==> config.mk <==
export PLATFORM = sky130hd
export DESIGN_NAME = bram_rd_streamer
export DESIGN_NICKNAME = d
export VERILOG_FILES = /design/src/rtl/bram_rd_streamer_pkg.sv /design/src/rtl/bram_rd_streamer_return_fifo.sv /design/src/rtl/bram_rd_streamer.sv
export SDC_FILE = /design/constraint.sdc
export NUM_CORES = 1
export LEC_CHECK = 0
export ABC_AREA = 1
export CORE_MARGIN = 5
export CORE_UTILIZATION = 55
export DETAILED_ROUTE_END_ITERATION = 10
export PLACE_DENSITY = 0.91
export SKIP_LAST_GASP = 1
export SLEW_MARGIN = 20
export SYNTH_ARGS = -nofsm -noshare
export SYNTH_HDL_FRONTEND = slang
export SYNTH_SLANG_ARGS = --single-unit
==> constraint.sdc <==
create_clock -name clk -period 7.6 [get_ports clk]
set_input_delay 1.9 -clock clk [delete_from_list [all_inputs] [get_ports clk]]
set_output_delay 1.9 -clock clk [all_outputs]
set_load 0.02 [all_outputs]
==> src/rtl/bram_rd_streamer_pkg.sv <==
// Shared definitions for the block-RAM read streamer: RAM defaults,
// address-width helper and the burst state encoding.
package bram_rd_streamer_pkg;

    localparam int RAM_WIDTH_DEF = 32;
    localparam int RAM_DEPTH_DEF = 1024;

    // Number of bits needed to represent the value 'depth'.
    function automatic int clogb2(input int depth);
        int d;
        int bits;
        d    = depth;
        bits = 0;
        for (int i = 0; i < 32; i++) begin
            if (d > 0) begin
                bits = bits + 1;
                d    = d >> 1;
            end
        end
        return bits;
    endfunction

    typedef enum logic [1:0] {
        IDLE  = 2'd0,
        ISSUE = 2'd1,
        DRAIN = 2'd2
    } state_e;

endpackage

==> src/rtl/bram_rd_streamer_return_fifo.sv <==
// Return buffer for RAM read data: a registered head word feeding the stream
// outputs, backed by a small ring buffer for words arriving while the head is held.
module rd_return_fifo #(
    parameter  int WIDTH = 32,
    parameter  int DEPTH = 3,
    localparam int CNT_W = $clog2(DEPTH + 1)
) (
    input  logic             clk,
    input  logic             rst_n,
    input  logic             push,
    input  logic [WIDTH-1:0] push_data,
    input  logic             push_last,
    input  logic             pop,
    output logic [WIDTH-1:0] head_data,
    output logic             head_last,
    output logic             head_valid,
    output logic [CNT_W-1:0] count
);

    localparam int BODY  = DEPTH - 1;
    localparam int PTR_W = (BODY > 1) ? $clog2(BODY) : 1;

    logic [WIDTH:0]     body_mem [BODY];
    logic [PTR_W-1:0]   rd_ptr_q, rd_ptr_d;
    logic [PTR_W-1:0]   wr_ptr_q, wr_ptr_d;
    logic [CNT_W-1:0]   body_cnt_q, body_cnt_d;
    logic [WIDTH-1:0]   head_data_q, head_data_d;
    logic               head_last_q, head_last_d;
    logic               head_valid_q, head_valid_d;
    logic               body_rd;
    logic               body_we;

    function automatic logic [PTR_W-1:0] ptr_inc(input logic [PTR_W-1:0] p);
        return (p == PTR_W'(BODY - 1)) ? '0 : p + PTR_W'(1);
    endfunction

    // The head refills from the ring first so that arrival order is preserved.
    always_comb begin
        head_data_d  = head_data_q;
        head_last_d  = head_last_q;
        head_valid_d = head_valid_q;
        body_rd      = 1'b0;
        body_we      = 1'b0;
        if (!head_valid_q || pop) begin
            if (body_cnt_q != '0) begin
                {head_last_d, head_data_d} = body_mem[rd_ptr_q];
                head_valid_d = 1'b1;
                body_rd      = 1'b1;
                body_we      = push;
            end else begin
                head_valid_d = push;
                head_last_d  = push & push_last;
                if (push) begin
                    head_data_d = push_data;
                end
            end
        end else begin
            body_we = push;
        end
    end

    always_comb begin
        rd_ptr_d   = body_rd ? ptr_inc(rd_ptr_q) : rd_ptr_q;
        wr_ptr_d   = body_we ? ptr_inc(wr_ptr_q) : wr_ptr_q;
        body_cnt_d = body_cnt_q + CNT_W'(body_we) - CNT_W'(body_rd);
    end

    always_ff @(posedge clk) begin
        if (!rst_n) begin
            rd_ptr_q     <= '0;
            wr_ptr_q     <= '0;
            body_cnt_q   <= '0;
            head_data_q  <= '0;
            head_last_q  <= 1'b0;
            head_valid_q <= 1'b0;
        end else begin
            rd_ptr_q     <= rd_ptr_d;
            wr_ptr_q     <= wr_ptr_d;
            body_cnt_q   <= body_cnt_d;
            head_data_q  <= head_data_d;
            head_last_q  <= head_last_d;
            head_valid_q <= head_valid_d;
        end
    end

    always_ff @(posedge clk) begin
        if (body_we) begin
            body_mem[wr_ptr_q] <= {push_last, push_data};
        end
    end

    // The issue-side credit check must make overflow impossible.
    always_ff @(posedge clk) begin
        if (rst_n) begin
            assert (!push || pop || (count < CNT_W'(DEPTH)));
        end
    end

    assign head_data  = head_data_q;
    assign head_last  = head_last_q;
    assign head_valid = head_valid_q;
    assign count      = CNT_W'(head_valid_q) + body_cnt_q;

endmodule

==> src/rtl/bram_rd_streamer.sv <==
// Burst read master for a simple-dual-port block RAM: issues sequential reads
// and returns the words as a valid/ready stream with last-beat marking.
module bram_rd_streamer
    import bram_rd_streamer_pkg::*;
#(
    parameter  int RAM_WIDTH    = RAM_WIDTH_DEF,
    parameter  int RAM_DEPTH    = RAM_DEPTH_DEF,
    parameter  int READ_LATENCY = 1,
    parameter  int FIFO_DEPTH   = READ_LATENCY + 2,
    localparam int ADDR_W       = clogb2(RAM_DEPTH - 1)
) (
    input  logic                 clk,
    input  logic                 rst_n,
    input  logic                 cmd_valid,
    output logic                 cmd_ready,
    input  logic [ADDR_W-1:0]    cmd_addr,
    input  logic [ADDR_W:0]      cmd_len,
    output logic [ADDR_W-1:0]    addr_r,
    output logic                 en_r,
    output logic                 reg_ce_r,
    output logic                 rst_r,
    input  logic [RAM_WIDTH-1:0] dout_r,
    output logic [RAM_WIDTH-1:0] m_data,
    output logic                 m_valid,
    input  logic                 m_ready,
    output logic                 m_last,
    output logic                 busy,
    output logic                 done
);

    localparam int LEN_W = ADDR_W + 1;
    localparam int CNT_W = $clog2(FIFO_DEPTH + 1);
    localparam int IF_W  = $clog2(READ_LATENCY + 1);

    state_e                  state_q, state_d;
    logic [ADDR_W-1:0]       addr_q, addr_d;
    logic [LEN_W-1:0]        rem_q, rem_d;
    logic                    done_q, done_d;
    logic [IF_W-1:0]         inflight_q, inflight_d;
    logic [READ_LATENCY-1:0] vld_q, vld_d;
    logic [READ_LATENCY-1:0] last_q, last_d;

    logic                    issue;
    logic                    credit_ok;
    logic                    pop;
    logic                    push;
    logic                    push_last;
    logic [CNT_W-1:0]        fifo_count;
    logic [RAM_WIDTH-1:0]    head_data;
    logic                    head_last;
    logic                    head_valid;

    assign pop = head_valid & m_ready;

    // Buffered words plus reads still in the RAM pipe may never exceed the buffer.
    always_comb begin
        credit_ok = (int'(fifo_count) + int'(inflight_q)) < (FIFO_DEPTH + int'(pop));
    end

    always_comb begin
        state_d = state_q;
        addr_d  = addr_q;
        rem_d   = rem_q;
        done_d  = 1'b0;
        issue   = 1'b0;
        case (state_q)
            IDLE: begin
                if (cmd_valid) begin
                    if (cmd_len != '0) begin
                        addr_d  = cmd_addr;
                        rem_d   = cmd_len;
                        state_d = ISSUE;
                    end else begin
                        done_d = 1'b1;
                    end
                end
            end
            ISSUE: begin
                if ((rem_q != '0) && credit_ok) begin
                    issue  = 1'b1;
                    addr_d = (addr_q == ADDR_W'(RAM_DEPTH - 1)) ? '0 : addr_q + ADDR_W'(1);
                    rem_d  = rem_q - LEN_W'(1);
                    if (rem_q == LEN_W'(1)) begin
                        state_d = DRAIN;
                    end
                end
            end
            DRAIN: begin
                if ((inflight_q == '0) && pop && head_last) begin
                    state_d = IDLE;
                    done_d  = 1'b1;
                end
            end
            default: begin
                state_d = IDLE;
            end
        endcase
    end

    // Read-valid pipe matching the RAM latency; the tail stage is the push strobe.
    assign vld_d[0]  = issue;
    assign last_d[0] = issue & (rem_q == LEN_W'(1));

    for (genvar gi = 1; gi < READ_LATENCY; gi++) begin : g_stage
        assign vld_d[gi]  = vld_q[gi-1];
        assign last_d[gi] = last_q[gi-1];
    end

    assign push      = vld_q[READ_LATENCY-1];
    assign push_last = last_q[READ_LATENCY-1];

    always_comb begin
        inflight_d = inflight_q + IF_W'(issue) - IF_W'(push);
    end

    always_ff @(posedge clk) begin
        if (!rst_n) begin
            state_q    <= IDLE;
            addr_q     <= '0;
            rem_q      <= '0;
            done_q     <= 1'b0;
            inflight_q <= '0;
            vld_q      <= '0;
            last_q     <= '0;
        end else begin
            state_q    <= state_d;
            addr_q     <= addr_d;
            rem_q      <= rem_d;
            done_q     <= done_d;
            inflight_q <= inflight_d;
            vld_q      <= vld_d;
            last_q     <= last_d;
        end
    end

    rd_return_fifo #(
        .WIDTH (RAM_WIDTH),
        .DEPTH (FIFO_DEPTH)
    ) u_fifo (
        .clk        (clk),
        .rst_n      (rst_n),
        .push       (push),
        .push_data  (dout_r),
        .push_last  (push_last),
        .pop        (pop),
        .head_data  (head_data),
        .head_last  (head_last),
        .head_valid (head_valid),
        .count      (fifo_count)
    );

    assign cmd_ready = (state_q == IDLE);
    assign busy      = (state_q != IDLE);
    assign en_r      = issue;
    assign addr_r    = addr_q;
    assign reg_ce_r  = 1'b1;
    assign rst_r     = ~rst_n;
    assign done      = done_q;
    assign m_data    = head_data;
    assign m_valid   = head_valid;
    assign m_last    = head_last;

endmodule

# Yosys cells after proc, flatten, opt, wreduce, memory -nomap -nowiden
# Memories as Yosys holds them, arrays and structs flattened. A register that Yosys moved wholly into a read port is not among the register bits.
# Index checks and enable logic that the tools add are counted.
[word_totals] ff_bits=65 latchBits=0 mem_bits_rw=66 mem_bits_ro=0 output_inout_bits=50 mem_count=1
[op_classes] add_sub_neg=11 n_mul=0 div_mod_pow=0 magnitude_cmp=1 n_eq_ne=9 n_shift=0 muxes=35 n_bitwise=5 n_reduce_logical=15
[memory_table] name="u_fifo.body_mem" depth=2 word_bits=33 rd=1 rd_ports_with_merged_regs=1 write_ports=1 line_no="bram_rd_streamer_return_fifo.sv:23" text="logic [WIDTH:0] body_mem [BODY];"
[ops] op="2-to-1 mux 32 bit" n=2
[ops] op="2-to-1 mux 10 bit" n=4
[ops] op="2-to-1 mux 11 bit" n=3
[ops] op="case mux 11 bit (2 select lines)" n=1
[ops] op="nonzero test 11 bit" n=2
[ops] op="case mux 10 bit (2 select lines)" n=1
[ops] op="2-to-1 mux 1 bit" n=17
[ops] op="== test 11 x 1 -> 1 bit (second input constant)" n=1
[ops] op="subtractor 11 x 1 -> 11 bit (second input constant)" n=1
[ops] op="adder 10 x 1 -> 10 bit (second input constant)" n=1
[ops] op="== test 10 bit (second input constant)" n=1
[ops] op="2-to-1 mux 2 bit" n=5
[ops] op="!= test 2 bit (second input constant)" n=4
[ops] op="nonzero test 2 bit" n=4
[ops] op="case mux 2 bit (3 select lines)" n=1
[ops] op="AND reduction 5 bit" n=1
[ops] op="AND reduction 4 bit" n=1
[ops] op="adder 2 x 1 -> 3 bit" n=1
[ops] op="adder 2 x 1 -> 3 bit (first input constant)" n=1
[ops] op="bitwise AND 1 bit" n=3
[ops] op="logical AND 1 bit" n=3
[ops] op="less-than comparator 3 bit" n=1
[ops] op="adder 1 bit (second input constant)" n=2
[ops] op="adder 1 x 2 -> 2 bit" n=1
[ops] op="other kinds (13)" n=14

# Depth between registers and ports, before layout
[logic_depth] depth_word=8 mapped_depth=14 ltp_nobuf=13

# By module
# A second synthesis with hierarchy kept.
[unflattened] hier_cells=832 area_unflattened_um2=6389.9
[modules_own_cells] mod="rd_return_fifo" instances=1 cells_per_inst=507 area_per_inst_um2=4468.0 seq_area_each_um2=2762.6
[modules_own_cells] mod="bram_rd_streamer" instances=1 cells_per_inst=325 area_per_inst_um2=1921.8 seq_area_each_um2=540.5

# Worst setup path before layout
# OpenSTA, ideal clock, no wires.
[synth_timing] path_type="input -> output" start="input m_ready" end="output en_r" arrival_time_ns=2.961 required_time_ns=5.700 path_slack_ns=2.739 cell_stages=6 cell_sequence="nand2_1 > ha_1 > a21o_1 > nor2_1 > nand2_4 > nor2_2"
[synth_via] elab_chain_len=6
[synth_lines] element="from (decl)" line_no="bram_rd_streamer.sv:25" text="input logic m_ready,"
[synth_lines] element="bitwise AND 1 bit" line_no="bram_rd_streamer.sv:53" text="assign pop = head_valid & m_ready;"
[synth_lines] element="adder 2 x 1 -> 3 bit" line_no="bram_rd_streamer.sv:57" text="credit_ok = (int'(fifo_count) + int'(inflight_q)) < (FIFO_DEPTH + int'(pop));"
[synth_lines] element="less-than comparator 3 bit" line_no="bram_rd_streamer.sv:57"
[synth_lines] element="logical AND 1 bit" line_no="bram_rd_streamer.sv:79" text="if ((rem_q != '0) && credit_ok) begin"
[synth_lines] element="2-to-1 mux 1 bit" line_no="bram_rd_streamer.sv:79"
[synth_lines] element="2-to-1 mux 1 bit" line_no="bram_rd_streamer.sv:66" text="case (state_q)"
[synth_lines] element="to (decl)" line_no="bram_rd_streamer.sv:19" text="output logic en_r,"
# Every way passes these cells.

# Final worst setup path
# Same ends and word-level chain as after synthesis.

==> key figures <==
Status
  – Status: finished clean

Detailed routing
  – DRT Pass-1 Iters: 5
  – Routed vias: 5127
  – Wirelength, routed: 15300 um
  – Antenna viol nets, final: 0
  – DR vias/cell: 5.48
  – Routed length per instance: 16.4 um
  – Initial DRC Count: 347
  – Drt drc: 0

Power
  – P_sw: 1.37 mW
  – Internal power: 1.99 mW
  – Sw Ratio: 0.407
  – Clk network pwr share: 0.243
  – VDD IR-drop max: 0.227 mV
  – PwrDens: 435 nW/um^2
  – Leakage power: 3.17 nW
  – Gate power share: 0.422
  – Sequential power share: 0.335

Timing
  – Fin. max-slew vios: 0
  – Final Hold Fails: 0
  – Setup TNS: 0 ns
  – Fin Hold WS: 0.458 ns
  – Final period utilization: 0.787
  – Final worst path period need: 5.98 ns
  – Final setup viols: 0
  – Worst setup margin: 1.62 ns
  – Rel. slew slack: 0.312
  – Highest Clock Rate: 167 MHz
  – Unrepaired setup endpoints after global routing: false
  – Clk_skew: 0.00969 ns
  – Worst Tran Pin Value: 1.03 ns

Yosys
  – Synth Net Count: 756
  – Cell Area, Synth: 6010 um^2
  – Syn_area_per_cell: 8.72 um^2
  – FF+latch count, synth: 132
  – Seq/Total Area, Yosys: 0.550
  – Unique cell type count in the Yosys netlist: 39
  – Synth Instances: 689
  – YS warnings: 0

Setup path
  – Critical R2R Launch: u_fifo.body_cnt_q[0]
  – Critical path class: in -> out
  – Reg2reg path depth: 12
  – Most frequent cell on the critical path: clkdlybuf4s50_1
  – CP max stage delay: 0.64 ns
  – CP Max Fanout: 3
  – Critical-path cell list: clkdlybuf4s50_1, nand2_1, ha_1, a21o_1, nor2_1, nand2_4, nor2_2, clkdlybuf4s50_1
  – Endpoint type of the worst setup path: primary output
  – Reg2reg end: rem_q[3]
  – CP arrival: 4.08 ns
  – Worst Path Required: 5.70 ns
  – Worst R2R Setup Slack: 4.90 ns
  – Crit path launch type: input port
  – Critical-path top delay cell: clkdlybuf4s50_1

Final layout
  – Nets: 850
  – Final core utilization: 0.717
  – Layout cells sized above 1: 0.0704
  – Multi-input gate area: 2250 um^2
  – Ant diodes: 0
  – Commonest non-fill, non-tap cell in the layout: nand2_1
  – Most frequent cells in the layout: nand2_1 (166), clkdlybuf4s50_1 (104), inv_1 (81), nor2_1 (75), edfxtp_1 (66)
  – Sequential cell area: 3310 um^2
  – P&R area growth vs syn: 28.8%
  – # fillers: 747

Clock tree
  – CTS Root Cell: clkbuf_8
  – Post-cts hold buffer count: 0
  – Post-CTS Setup Inserts: 0
  – Worst-Skew Late Latency: 0.52 ns
  – TritonCTS clock tree: built
  – CTS Buf Count: 17
  – Worst-case clock buffer depth: 2
  – PostCTS Resize Cnt: 0
  – Clock sinks: 132
  – Clock slew at the register clock pins of the worst setup and hold paths: 0.06 ns
  – H-tree levels: 4

Die
  – # IOs: 107
  – Row Count: 38
  – Die W: 115 um
  – Die area: 13100 um^2
  – Die H: 115 um
  – Core area: 10800 um^2
  – Starting Density: 0.557

Hold path
  – Worst Hold Launch: u_fifo.rd_ptr_q
  – Hold EP: u_fifo.rd_ptr_q
  – Worst min path class: reg -> reg
  – Hold path cells: 1

Placed design
  – Pre-CTS setup slack: 1.63 ns
  – GP Congestion: 0.879
  – IO buf count: 105
  – Post-DP HPWL: 9790 um

Global routing
  – Number of global-route vias before repair: 5227
  – First-pass GRT wire length: 24800 um
  – Total grt overflow: 0
  – Initial antenna violation count: 0
  – Largest net degree at the start of global routing: 66
  – All-Layer GR Usage: 0.240

Run
  – Maxcap violations: 0
==> critical path, delay by kind of cell <==
| kind | cells | cell delay, ns |
|---|---|---|
| buffers and inverters | 2 | 1.12 |
| AOI/OAI and AO/OA | 1 | 0.20 |
| and+or+nand+nor | 4 | 0.53 |
| adders and majority gates | 1 | 0.33 |
==> routing by layer <==
layer,GRT usage,wire length [um]
met1,0.266,5910
met2,0.437,8210
met3,0.0465,807
met4,0.114,412
met5,0,0
==> final cells by class <==
class                           count  share of cell area
Inverter                           82              0.0398
Sequential cell                   132               0.428
Timing Repair Buffer              109               0.143
Clock buffer                       18              0.0540
Tap cell                          140              0.0226
Clock inverter                     14              0.0226
Multi-Input combinational cell    441               0.291
==> sequential cells by signal, summed over array words and instances (netlist names), named ones only <==
register and flops:
addr_r 10, done 1, inflight_q 1, last_q 1
push 1, rem_q 11, state_q 2, u_fifo.body_cnt_q 2
u_fifo.body_mem 66, u_fifo.head_data 32, u_fifo.head_last 1, u_fifo.head_valid 1
u_fifo.rd_ptr_q 1, u_fifo.wr_ptr_q 1
==> worst max path at each step <==
| stage | endpoint | start |
|---|---|---|
| final | en_r | m_ready |
| after floorplan | en_r | m_ready |
| after global placement | en_r | m_ready |
| after CTS | en_r | m_ready |
| after global routing | en_r | m_ready |
| after detailed placement | en_r | m_ready |
==> Yosys cell counts, drive strengths merged <==
cell type    n  share of area
nor2        85          0.060
nor3         3         0.0025
o31ai        1         0.0013
a21oi       13          0.011
o21ai       51          0.042
nand3b       1         0.0013
dfxtp       66           0.22
o22a         1         0.0015
xor2         7          0.010
mux2i        1         0.0017
a31oi       33          0.034
nand2      171           0.11
and2         1         0.0010
nand4        5         0.0062
clkbuf      18          0.011
o22ai        2         0.0021
nand3       20          0.019
conb         1        0.00062
edfxtp      66           0.33
xnor2        1         0.0015
o211ai      32          0.040
or2          1         0.0010
a21o         1         0.0013
buf         16          0.017
inv         82          0.051
ha          10          0.021
==> power by group through the flow <==
stage               logic, mW  clock network [mW]  registers, mW
global placement         1.29                   0           1.12
finish                   1.42               0.817           1.13
floorplan               0.822                   0           1.19
detailed placement       1.40                   0           1.13
CTS                      1.42               0.825           1.12
global route             1.56               0.859           1.15
==> metrics by stage <==
stage | cells | power (mW) | instance area (um^2)
after global routing | 936 | 3.57 | 7730
after CTS | 936 | 3.37 | 7730
after floorplan | 689 | 2.01 | 6010
after detailed placement | 904 | 2.53 | 7140
after global placement | 902 | 2.42 | 7100
final | 936 | 3.36 | 7730
==> cell families (layout without fill, tap and decap cells) <==
logic type,Yosys count,in the layout,share of synthesized area
buffers and inverters,116,223,0.0796
xor gates and xnor gates,8,8,0.0117
other,1,1,0.000624
DFF,132,132,0.550
muxes,1,1,0.00167
AOI/OAI and AO/OA,134,134,0.134
and+or+nand+nor,287,287,0.201
adders and majority gates,10,10,0.0208
(Power assumes the default switching activity.)
